===== src/rtl/clk_div_pkg.sv =====
// Shared constants for the multi-channel clock divider.
//   DIV_W_DEF       : default width of a channel's divide ratio
//   DEFAULT_DIV_DEF : default ratio loaded into every channel at reset
//   ch_idx_w()      : width of a channel index, never less than one bit
package clk_div_pkg;

  localparam int DIV_W_DEF       = 8;
  localparam int DEFAULT_DIV_DEF = 4;

  function automatic int ch_idx_w(input int n);
    return (n > 1) ? $clog2(n) : 1;
  endfunction

endpackage


===== src/rtl/clk_div_chan.sv =====
// One divider channel: active ratio D, shadow ratio S, period counter and
// registered clk_out/tick/pending outputs.
//   clk_in    : sole clock, rising edge
//   reset     : synchronous, active-high
//   en_i      : run enable; low parks the counter at 0 and drives outputs low
//   sync_i    : restart the period at cnt 0 and adopt the shadow ratio
//   we_i      : write div_i into the shadow ratio
//   div_i     : new divide ratio
//   clk_out_o : divided clock, high for D-floor(D/2) cycles of each period
//   tick_o    : high in the output cycle that shows the last count of a period
//   pending_o : shadow ratio written but not yet active
module clk_div_chan
  import clk_div_pkg::*;
#(
  parameter int DIV_W       = DIV_W_DEF,
  parameter int DEFAULT_DIV = DEFAULT_DIV_DEF
) (
  input  logic             clk_in,
  input  logic             reset,
  input  logic             en_i,
  input  logic             sync_i,
  input  logic             we_i,
  input  logic [DIV_W-1:0] div_i,
  output logic             clk_out_o,
  output logic             tick_o,
  output logic             pending_o
);

  localparam logic [DIV_W-1:0] RST_DIV = DIV_W'(DEFAULT_DIV);
  localparam logic [DIV_W-1:0] ZERO    = {DIV_W{1'b0}};
  localparam logic [DIV_W-1:0] ONE     = DIV_W'(1);

  logic [DIV_W-1:0] cnt_q, cnt_d;
  logic [DIV_W-1:0] div_q, div_d;
  logic [DIV_W-1:0] shd_q, shd_d;
  logic [DIV_W-1:0] high_s;
  logic [DIV_W-1:0] shd_eff_s;
  logic             pend_q, pend_d;
  logic             clk_q, clk_d;
  logic             tick_q, tick_d;
  logic             stopped_s;
  logic             last_s;
  logic             load_s;

  // Next-state logic for counter, ratios, pending flag and outputs.
  always_comb begin
    stopped_s = (div_q == ZERO);
    last_s    = !stopped_s && (cnt_q == (div_q - ONE));
    high_s    = div_q - (div_q >> 1'b1);
    // A write in the same cycle as a load event is taken by that load.
    shd_eff_s = we_i ? div_i : shd_q;
    // Ratio changes only where a period starts at cnt 0, so no period is cut or stretched.
    load_s    = sync_i || stopped_s || (en_i && last_s);

    shd_d = shd_eff_s;
    if (load_s) begin
      div_d  = shd_eff_s;
      pend_d = 1'b0;
    end else begin
      div_d  = div_q;
      pend_d = we_i ? 1'b1 : pend_q;
    end

    if (!en_i || stopped_s || sync_i || last_s) begin
      cnt_d = ZERO;
    end else begin
      cnt_d = cnt_q + ONE;
    end

    // Outputs show the current count one cycle later.
    clk_d  = en_i && !stopped_s && (cnt_q < high_s);
    tick_d = en_i && last_s;
  end

  // State and output registers with synchronous reset.
  always_ff @(posedge clk_in) begin
    if (reset) begin
      cnt_q  <= ZERO;
      div_q  <= RST_DIV;
      shd_q  <= RST_DIV;
      pend_q <= 1'b0;
      clk_q  <= 1'b0;
      tick_q <= 1'b0;
    end else begin
      cnt_q  <= cnt_d;
      div_q  <= div_d;
      shd_q  <= shd_d;
      pend_q <= pend_d;
      clk_q  <= clk_d;
      tick_q <= tick_d;
    end
  end

  assign clk_out_o = clk_q;
  assign tick_o    = tick_q;
  assign pending_o = pend_q;

endmodule


===== src/rtl/clk_div_multi.sv =====
// Multi-channel programmable clock divider.
//   clk_in      : sole clock, rising edge
//   reset       : synchronous, active-high
//   en          : per-channel run enable
//   sync        : one-cycle pulse restarting all channels in phase
//   cfg_we      : ratio write strobe
//   cfg_ch      : channel index of the write; indices >= NUM_CH are ignored
//   cfg_div     : new divide ratio
//   clk_out     : divided clock per channel (registered)
//   tick        : last-cycle-of-period pulse per channel (registered)
//   cfg_pending : per-channel shadow ratio waiting for a period boundary
module clk_div_multi
  import clk_div_pkg::*;
#(
  parameter int NUM_CH      = 4,
  parameter int DIV_W       = DIV_W_DEF,
  parameter int DEFAULT_DIV = DEFAULT_DIV_DEF
) (
  input  logic                            clk_in,
  input  logic                            reset,
  input  logic [NUM_CH-1:0]               en,
  input  logic                            sync,
  input  logic                            cfg_we,
  input  logic [ch_idx_w(NUM_CH)-1:0]     cfg_ch,
  input  logic [DIV_W-1:0]                cfg_div,
  output logic [NUM_CH-1:0]               clk_out,
  output logic [NUM_CH-1:0]               tick,
  output logic [NUM_CH-1:0]               cfg_pending
);

  logic [NUM_CH-1:0] we_s;

  for (genvar i = 0; i < NUM_CH; i++) begin : g_ch
    // An out-of-range index matches no channel, so the write is dropped.
    assign we_s[i] = cfg_we && (int'(cfg_ch) == i);

    clk_div_chan #(
      .DIV_W       (DIV_W),
      .DEFAULT_DIV (DEFAULT_DIV)
    ) u_chan (
      .clk_in    (clk_in),
      .reset     (reset),
      .en_i      (en[i]),
      .sync_i    (sync),
      .we_i      (we_s[i]),
      .div_i     (cfg_div),
      .clk_out_o (clk_out[i]),
      .tick_o    (tick[i]),
      .pending_o (cfg_pending[i])
    );
  end

endmodule


===== config.mk =====
export PLATFORM = sky130hd
export DESIGN_NAME = clk_div_multi
export DESIGN_NICKNAME = d
export VERILOG_FILES = /design/src/rtl/clk_div_pkg.sv /design/src/rtl/clk_div_chan.sv /design/src/rtl/clk_div_multi.sv
export SDC_FILE = /design/constraint.sdc
export NUM_CORES = 1
export LEC_CHECK = 0
export CAP_MARGIN = 10
export CORE_UTILIZATION = 60
export CTS_CLUSTER_SIZE = 24
export DETAILED_ROUTE_END_ITERATION = 10
export GPL_ROUTABILITY_DRIVEN = 0
export GPL_TIMING_DRIVEN = 0
export PLACE_DENSITY = 0.79
export SLEW_MARGIN = 40
export SYNTH_ARGS = -nofsm -noshare
export SYNTH_HDL_FRONTEND = slang
export SYNTH_SLANG_ARGS = --single-unit

===== constraint.sdc =====
create_clock -name clk_in -period 4.8 [get_ports clk_in]
set_input_delay 0.48 -clock clk_in [delete_from_list [all_inputs] [get_ports clk_in]]
set_output_delay 0.48 -clock clk_in [all_outputs]
set_load 0.1 [all_outputs]

# Yosys cells after proc, flatten, opt, wreduce, memory -nomap -nowiden
# Cells that the tools add are included.
dict set report classes {
  n_addsub 12
  order_cmp 4
  n_eq_ne 7
  n_mux 4
  reduce_logical 61
}
# operator count
set op_table {}
lappend op_table {{adder 8 x 1 -> 8 bit, second input constant} 4}
lappend op_table {{== test 8 bit} 4}
lappend op_table {{zero test 8 bit} 4}
lappend op_table {{< comparator 8 bit} 4}
lappend op_table {{two-way mux 8 bit} 4}
lappend op_table {{subtractor 8 x 1 -> 8 bit, second input constant} 4}
lappend op_table {{subtractor 8 x 7 -> 8 bit} 4}
lappend op_table {{logical AND 1 bit} 20}
lappend op_table {{logical OR 1 bit} 20}
lappend op_table {{OR reduction 2 bit} 8}
lappend op_table {{zero test 1 bit} 8}
lappend op_table {{== test 2 bit, second input constant} 2}
lappend op_table {{== test 2 x 1 -> 1 bit, second input constant} 1}
lappend op_table {{zero test 2 bit} 1}
dict set report word_totals {
  regBits 108
  input_bits 18
  wordCells 112
}

# Depth between registers and ports, before layout
# Gate-level depths: netlist (run 1).
dict set report depth {
  word_depth 6
  mapped_depth 14
}

# Cells and area by module
# From an unflattened synthesis (run 1), not the netlist that was laid out.
dict set report hier_totals {
  cells_unflattened 748
  area_unflattened_um2 7125.6
}
# mod n_inst cells_per_inst area_each_um2 seq_area_each_um2
set modules_own_cells {}
lappend modules_own_cells {{clk_div_chan (g_ch[0].u_chan ...)} 3 186 1769.2 540.5}
lappend modules_own_cells {{clk_div_chan (g_ch[1].u_chan)} 1 186 1780.5 540.5}
lappend modules_own_cells {clk_div_multi 1 4 37.5 0.0}

# Worst setup path before layout (run 1)
# No wires, ideal clock.
dict set report synth_timing {
  path_type {reg-to-reg}
  from {reg g_ch[1].u_chan.div_q[1]}
  to {reg g_ch[1].u_chan.clk_q}
  setup_time_ns 0.079
  arrival_ns 2.654
  required_ns 4.721
  path_slack_ns 2.067
  path_stages_with_launch 13
  n_path_buf 0
  synth_period_minus_slack_ns 2.733
  cell_sequence {dfxtp_1 -> inv_1 -> ha_1 -> o21bai_1 -> a21oi_1 -> o311ai_0 -> a21oi_1 -> o21bai_1 -> xnor2_1 -> ha_1 -> or3_1 -> or3_1 -> o211ai_1}
}
dict set report synth_between {
  elab_chain_len 4
  word_cells_on_any_way 6
}
# element line
set synth_rtl {}
lappend synth_rtl {{start: declaration} clk_div_chan.sv:34} ;# logic [DIV_W-1:0] div_q, div_d;
lappend synth_rtl {{start signal: assignment} clk_div_chan.sv:86} ;# div_q <= div_d;
lappend synth_rtl {{parallel branches: the longest is 3 deep, another holds subtractor 8 x 7 -> 8 bit} --}
lappend synth_rtl {{logical AND 1 bit *} clk_div_chan.sv:71} ;# clk_d = en_i && !stopped_s && (cnt_q < high_s);
lappend synth_rtl {{end signal: assignment} clk_div_chan.sv:89} ;# clk_q <= clk_d;
lappend synth_rtl {{end: declaration} clk_div_chan.sv:39} ;# logic clk_q, clk_d;
# Every way passes the cells marked *.
# A chain may end at the register's enable or synchronous reset.

# Worst setup path after layout (run 1)
# Ends and elaborated chain as after synthesis.

==> results of run 1 <==
worst reg2reg max path: cells and delay by family, from the launching register on:
kind | cells | cell delay [ps]
AND/OR/NAND/NOR | 2 | 700
XOR/XNOR | 1 | 80
buffers and inverters | 1 | 130
AO/OA/AOI/OAI | 6 | 1220
adder cells (fa/ha/maj) | 2 | 470
flip-flops | 1 | 450
metal layers:
metal | GRT usage | vias up | routed length [um]
met1 | 0.308 | 2599 | 6500
li1 | - | 2722 | -
met2 | 0.449 | 78 | 7520
met3 | 0.0290 | 18 | 557
met5 | 0 | - | 0
met4 | 0.0862 | 0 | 221
worst max path at each step:
stage                                  from                       end  slack, ps  cells after the start
floorplan           g_ch[1].u_chan.div_q[1]  g_ch[1].u_chan.clk_out_o       2070                     12
global placement    g_ch[1].u_chan.div_q[1]  g_ch[1].u_chan.clk_out_o       1830                     12
detailed placement  g_ch[1].u_chan.div_q[1]  g_ch[1].u_chan.clk_out_o       1740                     12
CTS                 g_ch[1].u_chan.div_q[1]  g_ch[1].u_chan.clk_out_o       1660                     12
global route        g_ch[1].u_chan.div_q[1]  g_ch[1].u_chan.clk_out_o       1370                     12
finish              g_ch[1].u_chan.div_q[1]  g_ch[1].u_chan.clk_out_o       1660                     12
layout by cell type, fill, tap and decap left out, types with 3 or more instances in the layout:
cell type | netlist | routed
clkbuf_16 | 0 | 9
mux2_2 | 23 | 23
or3_1 | 7 | 7
xnor2_1 | 58 | 58
o21ai_0 | 21 | 21
inv_1 | 69 | 69
dfxtp_1 | 108 | 108
ha_1 | 104 | 104
buf_2 | 0 | 12
a22o_1 | 6 | 6
o21bai_1 | 6 | 6
nand3b_1 | 10 | 10
or2_2 | 6 | 6
fa_1 | 4 | 4
nand2b_1 | 16 | 16
nand2_1 | 40 | 40
mux2i_1 | 14 | 14
and3_1 | 11 | 11
clkbuf_1 | 11 | 12
nor4_1 | 3 | 3
buf_4 | 12 | 12
nor2_1 | 91 | 91
a21oi_1 | 36 | 36
nand3_1 | 31 | 31
clkdlybuf4s50_1 | 0 | 17
xor2_1 | 42 | 42
nor2b_1 | 5 | 5
nand4_1 | 8 | 8
a21o_1 | 5 | 5
nor3_1 | 5 | 5
a221oi_1 | 3 | 3
o21ba_2 | 3 | 3
o211ai_1 | 3 | 3
per-stage QoR:
| step | utilization | instance area, sq um | cells | hold slack, ps | power (mW) |
|---|---|---|---|---|---|
| after floorplan | - | 7090 | 792 | 432 | 1.30 |
| after global placement | 0.659 | 7560 | 964 | 448 | 1.39 |
| after detailed placement | 0.655 | 7510 | 964 | 448 | 1.40 |
| after CTS | 0.681 | 7810 | 980 | 458 | 2.16 |
| after global routing | 0.681 | 7810 | 980 | 495 | 2.24 |
| final | 0.681 | 7810 | 980 | 462 | 2.15 |
cells by family (layout without fill, tap and decap cells):
family | Yosys count | after routing | synth area share
buf+inv | 93 | 138 | 0.0556
flops | 108 | 108 | 0.305
mux | 37 | 37 | 0.0563
xor+xnor | 100 | 100 | 0.124
compound gates | 103 | 103 | 0.0979
fa+ha+maj | 108 | 108 | 0.195
simple gates | 243 | 243 | 0.167
power groups by stage:
stage	Combinational [mW]	Clock, mW	Sequential (mW)
floorplan	0.341	0	0.957
global placement	0.425	0	0.961
detailed placement	0.435	0	0.963
CTS	0.441	0.773	0.942
global route	0.486	0.810	0.945
finish	0.441	0.764	0.942
sequential cells by signal, indices dropped and copies added, names as in the netlist:
register               flops
g_ch.u_chan.tick_o         4
g_ch.u_chan.pending_o      4
g_ch.u_chan.div_q         32
g_ch.u_chan.clk_out_o      4
g_ch.u_chan.cnt_q         32
g_ch.u_chan.shd_q         32
layout make-up:
cell class              count  share of cell area
plain buffers              24              0.0173
clock buffers              10              0.0293
multi-input cells         591               0.582
repair buffers             29              0.0295
flip-flops and latches    108               0.277
inverters                  69              0.0332
well taps                 143              0.0229
clock inverters             6             0.00929
==> reports/summary.txt, run 1 <==
Final setup margin: 1660 ps
Setup-failing EPs final: 0
Final worst path period need: 3140 ps
Chip Width: 111 um
Diodes inserted: 0
DIE AREA: 12300 sq um
HPWL Detailed: 11300 um
Final Slew Violations: 0
Num CTS Buffers: 9
Synth warn: 0
CTS tree: done
Max stage delay on crit path: 550 ps
Pre-antenna DRT Iters: 4
H-tree levels: 3
Main synth FF type: dfxtp_1
Filler instances: 875
Sequential fraction of the synthesis area: 0.305
Tightest Pin Transition: 793 ps
CP cell instances: inv_1 -> ha_1 -> o21bai_1 -> a21oi_1 -> o311ai_0 -> a21oi_1 -> o21bai_1 -> xnor2_1 -> ha_1 -> or3_1 -> or3_1 -> o211ai_1
Worst R2R Path Depth: 12
Slew margin rel.: 0.467
Worst Hold End: g_ch[3].u_chan.shd_q[5]
Hold Crit Class: reg2reg
Max Buffers Root-to-Sink: 2
Worst Path Max Fanout: 5
Vias: 5417
Max VDD drop: 0.000241 V
Gate power share: 0.205
Setup CP Type: reg2reg
P per Cell Area: 275 nW/um^2
DRC Markers: 0
Synth Instances: 792
Multi-input logic area: 4540 sq um
Post-synth top cells: 108 x dfxtp_1, 104 x ha_1, 91 x nor2_1, 69 x inv_1, 58 x xnor2_1
Internal Power: 1.52 mW
Outcome: completed
Global Route Usage Sum: 0.250
P&R area growth vs syn: 10.1%
Max-cap violation count: 0
Async SR Flop Fraction: 0
Initial antenna violation count: 0
RR Endpoint: g_ch[1].u_chan.clk_out_o
1st-iter DRT viols: 230
Clk pwr share: 0.356
Vias in the first global route: 5455
RSZ-0062 raised after global routing: false
Yosys reg bits: 108
Tcrit/Tclk final: 0.654
CTS clk-pin slew, worst paths: 70 ps
Switching share of power: 0.294
Sequential Power Share: 0.439
Initial cell density of the core: 0.618
Worst path bufs/invs: 1
Critical path capture point type: flip-flop
Final net count: 958
Psw: 0.631 mW
Mapped Nets: 918
Pin count of the biggest net entering global routing: 19
CP required: 5090 ps
FF-to-FF Start: g_ch[1].u_chan.div_q[1]
I/O pin count: 30
Root buffer cell: clkbuf_16
Die height: 111 um
Count of antenna-violating nets left after detailed routing: 0
Arr. time, crit path: 3420 ps
Hold-fix buffers, CTS: 0
Cell taking the most area after synthesis: dfxtp_1
Post-CTS Setup Bufs: 0
Mapped Area: 7090 sq um
LEAKAGE: 3.36 nW
Post-synth EDFFs: 0
Floorplan core area: 11500 sq um
Routed WL: 14800 um
Clk Latency, worst-skew pair: 360 ps
FF+latch area: 2160 sq um
Cts repair resizes: 0
Slowest-stage cell, CP: o311ai_0
First-pass GRT wire length: 25000 um
Max Clock Freq: 319 MHz
Wirelength per Cell: 15.1 um
Clk sinks: 108
Final Hold Viols: 0
Post-synth top area share: 0.305
Synth unique cells: 55
HP Start: g_ch[3].u_chan.shd_q[5]
Placement Setup Slack: 1740 ps
Mean post-synth cell area: 8.95 sq um
CP delay by family, top: compound AO/OA/AOI/OAI gates
Setup TNS Final: 0 ps
Startpoint Class: flip-flop
Num rows: 39
Grt ovf: 0
Port bufs: 29
Post-route clock skew: 8.22 ps
Vias/cell: 5.53
Share of layout cells above drive strength 1: 0.0944
Synth top area cells: dfxtp_1 30%, ha_1 18%, xnor2_1 7.2%, xor2_1 5.2%, nor2_1 4.8%
Setup slack, reg-to-reg: 1660 ps
WHS Path Cells: 2
Most numerous cell in the Yosys netlist: dfxtp_1
(Power assumes the default switching activity.)
==> run 2: changes to the inputs <==
==> constraint.sdc (replaced) <==
create_clock -name clk_in -period 2.9 [get_ports clk_in]
set_input_delay 0.29 -clock clk_in [delete_from_list [all_inputs] [get_ports clk_in]]
set_output_delay 0.29 -clock clk_in [all_outputs]
set_load 0.1 [all_outputs]
==> reports/summary.txt, run 2 (synthesized netlist as in run 1, its figures left out) <==
Outcome: completed
Dpl cells: 964
Vias/cell: 5.53
CP required: 3180 ps
Clk Latency, worst-skew pair: 360 ps
Pin count of the biggest net entering global routing: 19
Post-route clock skew: 8.33 ps
Chip Width: 111 um
Final net count: 962
P per Cell Area: 453 nW/um^2
Biggest regs: g_ch.u_chan.cnt_q (32), g_ch.u_chan.div_q (32), g_ch.u_chan.shd_q (32)
LEAKAGE: 3.38 nW
Tightest Pin Transition: 740 ps
I/O pin count: 30
Global Route Usage Sum: 0.251
Vias in the first global route: 5476
Max-cap violation count: 0
Fin util: 0.690
Setup CP Type: reg2reg
Clk sinks: 108
First-pass GRT wire length: 25100 um
Pre-antenna DRT Iters: 4
Count of antenna-violating nets left after detailed routing: 0
Num CTS Buffers: 9
CTS tree: done
Most Crowded Layer GR: met2
Placement Setup Slack: -160 ps
Final Power: 3.59 mW
DRC Markers: 0
HPWL Detailed: 11300 um
Max stage delay on crit path: 420 ps
Grt met3 use: 0.0290
Max Clock Freq: 361 MHz
Wirelength per Cell: 15.3 um
Root buffer cell: clkbuf_16
CTS clk-pin slew, worst paths: 80 ps
Setup-failing EPs final: 0
Initial antenna violation count: 0
Final worst path period need: 2770 ps
Share of layout cells above drive strength 1: 0.124
Initial cell density of the core: 0.618
Port bufs: 29
Hold Crit Class: reg2reg
Vias: 5437
Final setup margin: 127 ps
Slowest-stage cell, CP: fa_1
Grt ovf: 0
Most frequent cells in the layout: 103 x ha_1, 102 x dfxtp_1, 91 x nor2_1
Met1 Usage GRT: 0.309
Final Slew Violations: 0
Arr. time, crit path: 3060 ps
Max Buffers Root-to-Sink: 2
Filler instances: 856
Diodes inserted: 0
Final Hold Viols: 0
Slew margin rel.: 0.507
Tcrit/Tclk final: 0.956
Die height: 111 um
CP cell instances: inv_1 -> ha_1 -> inv_1 -> fa_1 -> nand2b_1 -> a21oi_1 -> o21ai_0 -> a21oi_1 -> nor2_1 -> xnor2_1 -> ha_1 -> or2_2 -> a21o_1 -> o21ai_0
Max VDD drop: 0.000453 V
Routed WL: 15000 um
P&R area growth vs syn: 11.6%
Hold WS: 466 ps
Met2 Use GR: 0.452
Worst Path Max Fanout: 4
Startpoint Class: flip-flop
Floorplan core area: 11500 sq um
1st-iter DRT viols: 254
H-tree levels: 3
RSZ-0062 raised after global routing: true
DIE AREA: 12300 sq um
Commonest non-fill, non-tap cell in the layout: ha_1
Critical path capture point type: flip-flop
Num rows: 39
Cell Count, Final, Fillers Out: 984
## run 2: cell count changes in the layout (fill, tap and decap cells not counted), moves of 4 or more
cell | before | now
inv_2 | 0 | 4
dfxtp_2 | 0 | 5
inv_1 | 69 | 65
buf_4 | 12 | 16
dfxtp_1 | 108 | 102
## run 2: report_power, final
part / internal [mW] / total (mW) / leakage [nW] / switching [mW]
Clock: 0.680 / 1.27 / 0.144 / 0.586
Sequential: 1.53 / 1.56 / 0.879 / 0.0316
Combinational: 0.318 / 0.760 / 2.36 / 0.442
## run 2: final timing paths
kind | start | endpoint | slack, ps | depth (start not counted)
max | g_ch[2].u_chan.div_q[0] | g_ch[2].u_chan.clk_out_o | 130 | 14
min | g_ch[1].u_chan.shd_q[0] | g_ch[1].u_chan.shd_q[0] | 470 | 2
max reg2reg | g_ch[2].u_chan.div_q[0] | g_ch[2].u_chan.clk_out_o | 130 | 14
min reg2reg | g_ch[1].u_chan.shd_q[0] | g_ch[1].u_chan.shd_q[0] | 470 | 2
## run 2: per-stage QoR
step | setup TNS (ps) | cell area, sq um
final | 0 | 7910
after detailed placement | -336 | 7510
after CTS | 0 | 7840
after global placement | -110 | 7560
after floorplan | 0 | 7090
after global routing | -19.8 | 7910
## run 2: layout make-up
class / instances / area, sq um / share of cell area
Multi-Input combinational cell: 591 / 4610 / 0.582
Sequential cell: 108 / 2170 / 0.275
Timing Repair Buffer: 33 / 260 / 0.0329
Inverter: 69 / 259 / 0.0327
Clock buffer: 10 / 229 / 0.0289
Tap cell: 143 / 179 / 0.0226
Buffer: 24 / 135 / 0.0171
Clock inverter: 6 / 72.6 / 0.00917
## run 2: metal layers
layer | share of wire | vias up
met1 | 0.44 | 2602
met2 | 0.51 | 91
met5 | 0 | -
met3 | 0.038 | 15
li1 | - | 2729
met4 | 0.015 | 0
## run 2: repair_timing
item	4_1_cts	5_1_grt
gates resized for setup	8	18
pin swaps	1	5
hold buffers	0	0
endpoints found under the setup margin	4	27
buffers inserted	1	3
## run 2: critical path, delay by kind of cell (launching register included)
kind	cells	cell delay, ps
flops	1	340
xor+xnor	1	130
compound gates	5	700
fa+ha+maj	3	850
buf+inv	2	180
simple gates	3	490
